`src/rtl/uart16550_ahb_driver.sv`:
```
// AHB-Lite master that programs a 16550 UART after reset, then polls LSR and bridges
// received/transmitted bytes to valid/ready byte streams.
module uart16550_ahb_driver #(
    parameter logic [31:0] BASE_ADDR = 32'h0000_0000,
    parameter logic [15:0] DIVISOR   = 16'd27,
    parameter logic [7:0]  LCR_VAL   = 8'h03,
    parameter logic [7:0]  FCR_VAL   = 8'hC7,
    parameter int unsigned POLL_GAP  = 4
) (
    input  logic        HCLK,
    input  logic        HRESETn,
    output logic [31:0] HADDR,
    output logic [1:0]  HTRANS,
    output logic        HWRITE,
    output logic [2:0]  HSIZE,
    output logic [2:0]  HBURST,
    output logic [31:0] HWDATA,
    input  logic [31:0] HRDATA,
    input  logic        HREADY,
    input  logic        HRESP,
    input  logic [7:0]  tx_data,
    input  logic        tx_valid,
    output logic        tx_ready,
    output logic [7:0]  rx_data,
    output logic        rx_valid,
    input  logic        rx_ready,
    output logic        init_done,
    output logic        rx_err
);

    typedef enum logic [3:0] {
        StInitA, StInitD, StGap, StPollA, StPollD, StDecide, StRdA, StRdD, StWrA, StWrD
    } state_e;

    localparam logic [1:0] HtransIdle   = 2'b00;
    localparam logic [1:0] HtransNonseq = 2'b10;
    localparam logic [7:0] GapLast      = (POLL_GAP == 0) ? 8'd0 : 8'(POLL_GAP - 1);

    // Init table entry: {register index, byte}.
    function automatic logic [10:0] init_word(input logic [2:0] step);
        case (step)
            3'd0:    return {3'd3, LCR_VAL | 8'h80};
            3'd1:    return {3'd0, DIVISOR[7:0]};
            3'd2:    return {3'd1, DIVISOR[15:8]};
            3'd3:    return {3'd3, LCR_VAL & 8'h7F};
            3'd4:    return {3'd2, FCR_VAL};
            default: return {3'd1, 8'h00};
        endcase
    endfunction

    state_e      state_q, state_d;
    logic [2:0]  step_q, step_d;
    logic [7:0]  gap_cnt_q, gap_cnt_d;
    logic [1:0]  htrans_q, htrans_d;
    logic [31:0] haddr_q, haddr_d;
    logic        hwrite_q, hwrite_d;
    logic [31:0] hwdata_q, hwdata_d;
    logic [7:0]  lsr_q, lsr_d;
    logic [7:0]  rx_data_q, rx_data_d;
    logic        rx_valid_q, rx_valid_d;
    logic        init_done_q, init_done_d;
    logic        rx_err_q, rx_err_d;

    logic        launch, go_gap, start_poll, take_rx, take_tx, l_wr;
    logic [2:0]  l_idx;
    logic [7:0]  l_byte;
    logic [10:0] next_init;
    logic        unused_in;

    assign unused_in = ^{HRESP, HRDATA[31:8]};

    assign take_rx = lsr_q[0] && !rx_valid_q;
    assign take_tx = !take_rx && lsr_q[5] && tx_valid;

    always_comb begin
        state_d     = state_q;
        step_d      = step_q;
        gap_cnt_d   = gap_cnt_q;
        htrans_d    = htrans_q;
        haddr_d     = haddr_q;
        hwrite_d    = hwrite_q;
        hwdata_d    = hwdata_q;
        lsr_d       = lsr_q;
        rx_data_d   = rx_data_q;
        rx_valid_d  = rx_valid_q;
        init_done_d = init_done_q;
        rx_err_d    = rx_err_q;
        launch      = 1'b0;
        go_gap      = 1'b0;
        start_poll  = 1'b0;
        l_idx       = 3'd0;
        l_wr        = 1'b0;
        l_byte      = 8'h00;
        next_init   = init_word(step_q + 3'd1);

        if (rx_valid_q && rx_ready) rx_valid_d = 1'b0;

        unique case (state_q)
            StInitA: begin
                // Right after reset the bus is idle, so the first init write is launched here.
                if (htrans_q == HtransIdle) begin
                    launch = 1'b1;
                    l_wr   = 1'b1;
                    {l_idx, l_byte} = init_word(step_q);
                end else if (HREADY) begin
                    htrans_d = HtransIdle;
                    state_d  = StInitD;
                end
            end
            StInitD: if (HREADY) begin
                if (step_q == 3'd5) begin
                    init_done_d = 1'b1;
                    go_gap      = 1'b1;
                end else begin
                    step_d  = step_q + 3'd1;
                    state_d = StInitA;
                    launch  = 1'b1;
                    l_wr    = 1'b1;
                    {l_idx, l_byte} = next_init;
                end
            end
            StGap: begin
                if (gap_cnt_q == GapLast) start_poll = 1'b1;
                else gap_cnt_d = gap_cnt_q + 8'd1;
            end
            StPollA: if (HREADY) begin
                htrans_d = HtransIdle;
                state_d  = StPollD;
            end
            StPollD: if (HREADY) begin
                lsr_d    = HRDATA[7:0];
                rx_err_d = rx_err_q | (|HRDATA[3:1]);
                state_d  = StDecide;
            end
            StDecide: begin
                if (take_rx) begin
                    launch  = 1'b1;
                    state_d = StRdA;
                end else if (take_tx) begin
                    launch  = 1'b1;
                    l_wr    = 1'b1;
                    l_byte  = tx_data;
                    state_d = StWrA;
                end else begin
                    go_gap = 1'b1;
                end
            end
            StRdA: if (HREADY) begin
                htrans_d = HtransIdle;
                state_d  = StRdD;
            end
            StRdD: if (HREADY) begin
                rx_data_d  = HRDATA[7:0];
                rx_valid_d = 1'b1;
                go_gap     = 1'b1;
            end
            StWrA: if (HREADY) begin
                htrans_d = HtransIdle;
                state_d  = StWrD;
            end
            StWrD: if (HREADY) go_gap = 1'b1;
            default: state_d = StInitA;
        endcase

        if (go_gap) begin
            gap_cnt_d = 8'd0;
            if (POLL_GAP == 0) start_poll = 1'b1;
            else state_d = StGap;
        end
        if (start_poll) begin
            launch  = 1'b1;
            l_idx   = 3'd5;
            l_wr    = 1'b0;
            state_d = StPollA;
        end
        if (launch) begin
            htrans_d = HtransNonseq;
            haddr_d  = BASE_ADDR + {27'b0, l_idx, 2'b00};
            hwrite_d = l_wr;
            hwdata_d = {24'b0, l_byte};
        end
    end

    always_ff @(posedge HCLK or negedge HRESETn) begin
        if (!HRESETn) begin
            state_q     <= StInitA;
            step_q      <= 3'd0;
            gap_cnt_q   <= 8'd0;
            htrans_q    <= HtransIdle;
            haddr_q     <= BASE_ADDR;
            hwrite_q    <= 1'b0;
            hwdata_q    <= 32'h0;
            lsr_q       <= 8'h00;
            rx_data_q   <= 8'h00;
            rx_valid_q  <= 1'b0;
            init_done_q <= 1'b0;
            rx_err_q    <= 1'b0;
        end else begin
            state_q     <= state_d;
            step_q      <= step_d;
            gap_cnt_q   <= gap_cnt_d;
            htrans_q    <= htrans_d;
            haddr_q     <= haddr_d;
            hwrite_q    <= hwrite_d;
            hwdata_q    <= hwdata_d;
            lsr_q       <= lsr_d;
            rx_data_q   <= rx_data_d;
            rx_valid_q  <= rx_valid_d;
            init_done_q <= init_done_d;
            rx_err_q    <= rx_err_d;
        end
    end

    assign HADDR     = haddr_q;
    assign HTRANS    = htrans_q;
    assign HWRITE    = hwrite_q;
    assign HSIZE     = 3'b010;
    assign HBURST    = 3'b000;
    assign HWDATA    = hwdata_q;
    assign tx_ready  = (state_q == StDecide) && take_tx;
    assign rx_data   = rx_data_q;
    assign rx_valid  = rx_valid_q;
    assign init_done = init_done_q;
    assign rx_err    = rx_err_q;

endmodule
```
`config.mk`:
```
export PLATFORM = sky130hd
export DESIGN_NAME = uart16550_ahb_driver
export DESIGN_NICKNAME = d
export VERILOG_FILES = /design/src/rtl/uart16550_ahb_driver.sv
export SDC_FILE = /design/constraint.sdc
export NUM_CORES = 1
export LEC_CHECK = 0
export BUFFER_PORTS_ARGS = -buffer_cell sky130_fd_sc_hd__buf_2
export CORE_MARGIN = 1
export CORE_UTILIZATION = 42
export DETAILED_ROUTE_END_ITERATION = 10
export PLACE_DENSITY = 0.77
export SYNTH_ARGS = -nofsm -noshare
export SYNTH_HDL_FRONTEND = slang
export SYNTH_SLANG_ARGS = --single-unit
```
`constraint.sdc`:
```
create_clock -name HCLK -period 1.95 [get_ports HCLK]
set_clock_uncertainty 0.15 [all_clocks]
set_input_delay 0.0975 -clock HCLK [delete_from_list [all_inputs] [get_ports HCLK]]
set_output_delay 0.0975 -clock HCLK [all_outputs]
set_load 0.005 [all_outputs]
```
==> out/qor.txt, run 1 <==
crit start category -> flip-flop
Setup crit end kind -> flip-flop
Vias -> 2148
Final Max Slew Viols -> 0
Post-DP HPWL -> 4016 µm
drt total wl -> 5719 µm
synth warn -> 0
critical path class -> reg2reg
Main synth FF type -> dfrtp_1
max cap viols -> 0
endpoints failing setup -> 3
Clock Path Buffers -> 2
PwrDens -> 1428 nW/µm²
DR WL/cell -> 12.57 µm
sequential cell area fraction in the yosys report -> 0.3828
Req. time, crit path -> 1.97 ns
Max VDD drop -> 0.8912 mV
Routed Antenna Nets -> 0
Hold/Removal Path Class -> in2reg
failing checks -> setup timing
CTS tree -> done
# fillers -> 498
clk slew on worst S/H paths -> 0.08 ns
async set or reset register ratio after synthesis -> 1.000
FF+latch count, synth -> 41
Max Fclk -> 498.1 MHz
die area -> 6704 µm²
Mapped Area -> 2680 µm²
placed inst area -> 3067 µm²
routability cong. -> 0.8947
first-pass GRT wire length -> 9025 µm
outcome -> complete, but fails checks
# IOs -> 131
Worst EP arrival -> 2.03 ns
DRC viols -> 0
setup ws final -> -0.05757 ns
TritonCTS Buffers -> 5
CTS Sinks -> 41
power after layout -> 5.008 mW
Detailed Route Iter0 Violations -> 69
Tmin final -> 2.008 ns
Nets -> 433
final hold viol count -> 0
Yosys cell types -> 51
largest net degree at the start of global routing -> 24
GRT Residual Overflow -> 0
Syn Inst Count -> 270
clock latency at the later pin of the worst-skew pair -> 0.29 ns
Final TNS setup -> -0.07445 ns
Avg Cell Area, Syn -> 9.926 µm²
GRT Resource Usage Total -> 0.1740
Site Rows -> 28
Leak Pwr -> 1.796 nW
Layout area overhead -> 30.86%
RSZ-0062 raised after global routing -> true
Starting Density -> 0.4448
Final Cell Area -> 3507 µm²
Die X-Extent -> 81.88 µm
Post-synth EDFFs -> 0
core area -> 6026 µm²
vias per cell -> 4.721
Root Driver -> clkbuf_8
# H-tree levels -> 2
layout cells sized above 1 -> 0.3711
Die Span Y -> 81.88 µm
antenna cell count -> 0
Tcrit/Tclk final -> 1.030
drt first pass iters -> 5
Port Buffer Count -> 45
critical path peak fanout -> 8
vias in the first global route -> 2040
initial antenna violation count -> 0
cell usage in the layout (no fill, tap or decap), types with 4 or more instances in the layout:
cell type,count
nand2_1,9
o21ai_0,10
ha_1,4
nor2_1,19
dlygate4sd3_1,18
mux2i_1,6
xnor2_1,4
mux2_2,10
a221o_1,6
dfrtp_2,4
conb_1,60
dfrtp_1,37
buf_6,4
a21o_1,4
buf_2,45
a21oi_1,12
nand4_1,4
inv_1,7
clkbuf_8,6
buf_4,44
and3_1,4
where the power goes:
group          total (mW)  internal (mW)  switching (mW)
logic                2.75           1.50            1.25
clock network       0.706          0.417           0.289
registers            1.55           1.22           0.326
synthesized netlist by cell type, types with 2 or more instances:
master	number	area (µm²)
inv_1	8	30.03
ha_1	8	100.1
mux2_2	10	112.6
o21bai_1	2	15.01
buf_4	60	450.4
nor3_1	3	15.01
nand2_1	11	41.29
o21a_1	2	15.01
mux2i_1	6	60.06
a221o_1	6	60.06
nand2b_1	2	12.51
o21ai_0	11	55.05
and3_1	4	25.02
xnor2_1	4	35.03
a22o_1	2	17.52
buf_6	3	33.78
a21oi_1	12	60.06
nand4_1	4	25.02
o22ai_1	2	12.51
and2_1	2	12.51
a21o_1	4	30.03
nor2_1	19	71.32
nor3b_1	3	22.52
xor2_1	3	26.28
o211ai_1	3	22.52
buf_2	4	20.02
dfrtp_1	41	1026
nor4_2	2	25.02
conb_1	2	7.510
nor2b_1	3	18.77
or3_1	2	12.51
and2b_1	2	15.01
nor4b_2	2	30.03
critical path: stages (launching register included):
cell      delay (ns)
dfrtp_2         0.49
or2_4           0.26
a21o_1          0.16
o221a_1         0.27
a211oi_2        0.23
mux2_1          0.34
per-layer routing:
metal / up-vias / share of wire / GRT usage
met1: 1016 / 0.43 / 0.2089
li1: 1032 / - / -
met4: 0 / 0.0084 / 0.03684
met5: - / 0 / 0
met3: 9 / 0.061 / 0.04000
met2: 91 / 0.50 / 0.3140
registers in the layout, summed over array words and instances (netlist names):
register,cells
init_done,1
HTRANS,1
state_q,4
HWDATA,8
HADDR,3
gap_cnt_q,8
HWRITE,1
rx_valid,1
rx_err,1
rx_data,8
lsr_q,2
step_q,3
kinds of logic after synthesis:
kind of cell / share of synthesized area
flip-flops: 0.3828
AO/OA/AOI/OAI: 0.1331
multiplexers: 0.06863
adder cells (fa/ha/maj): 0.03735
XOR/XNOR: 0.02288
other: 0.002802
buffers and inverters: 0.2007
AND/OR/NAND/NOR: 0.1517
cell type report:
cell class / instances / area, µm² / area share
flip-flops and latches: 41 / 1031 / 0.2940
well taps: 75 / 93.84 / 0.02676
multi-input cells: 211 / 1435 / 0.4092
clock buffers: 7 / 86.33 / 0.02462
inverters: 8 / 30.03 / 0.008562
repair buffers: 112 / 800.8 / 0.2283
clock inverters: 1 / 30.03 / 0.008562
stage by stage:
stage          std cells  hold WS (ns)  setup slack, ns  utilization
2_1_floorplan        328       -0.3481         -0.07608            -
3_3_place_gp         424      -0.07178          -0.1327       0.5089
3_5_place_dp         424      -0.07173          -0.1171       0.5089
4_1_cts              454       0.05504         -0.05620       0.5708
5_1_grt              455       0.08242          -0.1102       0.5820
6_report             455       0.07105         -0.05757       0.5820
worst paths after layout:
kind,endpoint,slack [ns],cells past startpoint,from
max,state_q[2],-0.06,5,state_q[3]
min,HTRANS[1],0.07,3,HREADY
max reg2reg,state_q[2],-0.06,5,state_q[3]
min reg2reg,rx_err,0.31,1,rx_err
max in group asynchronous,state_q[3],1.04,3,HRESETn
min in group asynchronous,rx_data[2],0.13,2,HRESETn
what timing repair did:
action | in CTS | in global routing
hold buffers | 18 | 0
pin swaps | 5 | 7
setup buffers | 4 | 2
setup endpoints to repair | 21 | 18
gates resized for setup | 10 | 16
hold endpoints to repair | 61 | 0
Power figures use the tool's default switching activity.
==> run 2: changes to the inputs <==
- BUFFER_PORTS_ARGS: -buffer_cell sky130_fd_sc_hd__buf_2 -> -buffer_cell sky130_fd_sc_hd__buf_4
==> out/qor.txt, run 2 (synthesis results as in run 1) <==
Hold/Removal Path Class -> in2async
P_sw -> 2.074 mW (+11%)
fin cells -> 472 (+3.7%)
failing checks -> setup timing
register-to-register setup slack -> -0.10 ns (-0.04 ns)
Worst EP arrival -> 2.07 ns (+0.04 ns)
GRT Resource Usage Total -> 0.1952 (+0.02114)
crit start category -> flip-flop
Layout area overhead -> 44.12%
Setup crit end kind -> flip-flop
drt first pass iters -> 4 (-1)
PwrDens -> 1433 nW/µm² (+0.33%)
largest net degree at the start of global routing -> 42 (+75%)
max cap viols -> 0 (unchanged)
Req. time, crit path -> 1.97 ns (about the same)
antenna cell count -> 0 (unchanged)
outcome -> complete, but fails checks
die area -> 6704 µm² (unchanged)
core area -> 6026 µm² (unchanged)
Max stage delay cell, worst path -> dfrtp_2
Final Max Slew Viols -> 0 (unchanged)
Final Cell Area -> 3862 µm² (+10%)
Die X-Extent -> 81.88 µm (unchanged)
DRC viols -> 0 (unchanged)
Sw Ratio -> 0.3748 (+0.002329)
endpoints failing setup -> 6 (+3)
first-pass GRT wire length -> 9949 µm (+10%)
# H-tree levels -> 2 (unchanged)
CTS Sinks -> 41 (unchanged)
Clock Path Buffers -> 2 (unchanged)
Clk pwr share -> 0.128 (-0.013)
Comb pwr share -> 0.593 (+0.043)
Max Fclk -> 487.6 MHz (-2.1%)
setup ws final -> -0.1010 ns (-0.04339 ns)
clock latency at the later pin of the worst-skew pair -> 0.29 ns (about the same)
Post-DP HPWL -> 4136 µm (+3.0%)
Root Driver -> clkbuf_8
area of the multi-input gates -> 1511 µm² (+5.3%)
critical path class -> reg2reg
RSZ-0062 raised after global routing -> true
Die Span Y -> 81.88 µm (unchanged)
Tcrit/Tclk final -> 1.052 (+0.02225)
Vias -> 2291 (+6.7%)
Tmin final -> 2.051 ns (+0.04339 ns)
TritonCTS Buffers -> 5 (unchanged)
placed inst area -> 3164 µm² (+3.2%)
Placed Instances -> 422 (-0.47%)
layout cells sized above 1 -> 0.4106 (+0.03953)
Port Buffer Count -> 45 (unchanged)
vias per cell -> 4.854 (+2.8%)
final hold viol count -> 0 (unchanged)
# IOs -> 131 (unchanged)
DR WL/cell -> 14.06 µm (+12%)
Cell Chain, Critical Path -> buf_6 -> nor4b_4 -> nand2_2 -> o211ai_1 -> a211oi_2 -> mux2_1
Pint -> 3.460 mW (+10%)
routability cong. -> 0.8400 (-6.1%)
GRT Residual Overflow -> 0 (unchanged)
most common cell after layout, fill and taps aside -> buf_4
Site Rows -> 28 (unchanged)
slew margin rel. -> 0.6576
CP delay by family, top -> flip-flops
Buf/Inv on CP -> 1 (+1)
worst-margin pin slew -> 0.5137 ns
proportion of power drawn by flip-flops and latches -> 0.279 (-0.030)
CTS tree -> done
drt total wl -> 6637 µm (+16%)
Nets -> 450 (+3.9%)
# fillers -> 467 (-6.2%)
register area -> 1030 µm² (-0.12%)
vias in the first global route -> 2191 (+7.4%)
initial antenna violation count -> 0 (unchanged)
critical path peak fanout -> 5 (-3)
Max VDD drop -> 0.6889 mV (-23%)
Detailed Route Iter0 Violations -> 97 (+41%)
Routed Antenna Nets -> 0 (unchanged)
Leak Pwr -> 1.934 nW (+7.6%)
most frequent cells in the layout -> buf_4, conb_1, dfrtp_1
clk slew on worst S/H paths -> 0.08 ns (about the same)
CP max stage delay -> 0.46 ns (-0.03 ns)
Starting Density -> 0.4448 (unchanged)
## run 2: per-stage QoR
| stage | hold slack [ns] | util | power (mW) | setup TNS (ns) | setup slack [ns] |
|---|---|---|---|---|---|
| after global routing | 0.2130 | 0.6410 | 5.914 | -1.054 | -0.1447 |
| after floorplan | -0.3481 | - | 3.065 | -0.1276 | -0.07608 |
| after detailed placement | -0.04427 | 0.5251 | 4.154 | -0.7874 | -0.1599 |
| after CTS | 0.1839 | 0.6109 | 5.211 | -0.2145 | -0.08624 |
| final | 0.1691 | 0.6410 | 5.534 | -0.2041 | -0.1010 |
| after global placement | -0.03902 | 0.5251 | 4.039 | -0.3735 | -0.09649 |
## run 2: power groups by stage
| stage | clock (mW) | combinational (mW) | sequential [mW] |
|---|---|---|---|
| finish | 0.706 | 3.28 | 1.55 |
| global route | 0.762 | 3.56 | 1.59 |
| CTS | 0.720 | 2.98 | 1.51 |
| detailed placement | 0 | 2.66 | 1.50 |
| global placement | 0 | 2.57 | 1.47 |
| floorplan | 0 | 1.55 | 1.52 |
## run 2: final cells by class
cell class,count,area share
Clock inverter,1,0.007775
Tap cell,75,0.02430
Multi-Input combinational cell,211,0.3913
Sequential cell,41,0.2666
Inverter,8,0.007775
Clock buffer,7,0.02235
Timing Repair Buffer,129,0.2799
## run 2: path summary, 6_finish.rpt
kind / from / endpoint / depth (start not counted)
worst max-delay path: state_q[2] / state_q[2] / 6
worst min-delay path: HRESETn / init_done / 2
worst max register to register: state_q[2] / state_q[2] / 6
min in group HCLK: tx_valid / HTRANS[1] / 5
max in group asynchronous: HRESETn / state_q[2] / 2
worst min register to register: rx_err / rx_err / 1
## run 2: routing by layer
metal | track usage | up-vias | wire [µm]
met1 | 0.2198 | 1114 | 2691
met2 | 0.3727 | 97 | 3449
met3 | 0.04333 | 12 | 375
met5 | 0 | - | 0
li1 | - | 1068 | -
met4 | 0.03684 | 0 | 121
## run 2: worst reg2reg max path: cells and delay by family (launching register included)
| family | cells | cell delay [ns] |
|---|---|---|
| multiplexers | 1 | 0.32 |
| AO/OA/AOI/OAI | 2 | 0.44 |
| flip-flops | 1 | 0.46 |
| AND/OR/NAND/NOR | 2 | 0.44 |
| buffers and inverters | 1 | 0.14 |
## run 2: what timing repair did
item,in CTS,in global routing
hold endpoints to repair,62,0
endpoints found under the setup margin,16,24
gates resized for setup,25,27
buffers inserted,13,10
pin swaps,11,11
hold buffers,19,0
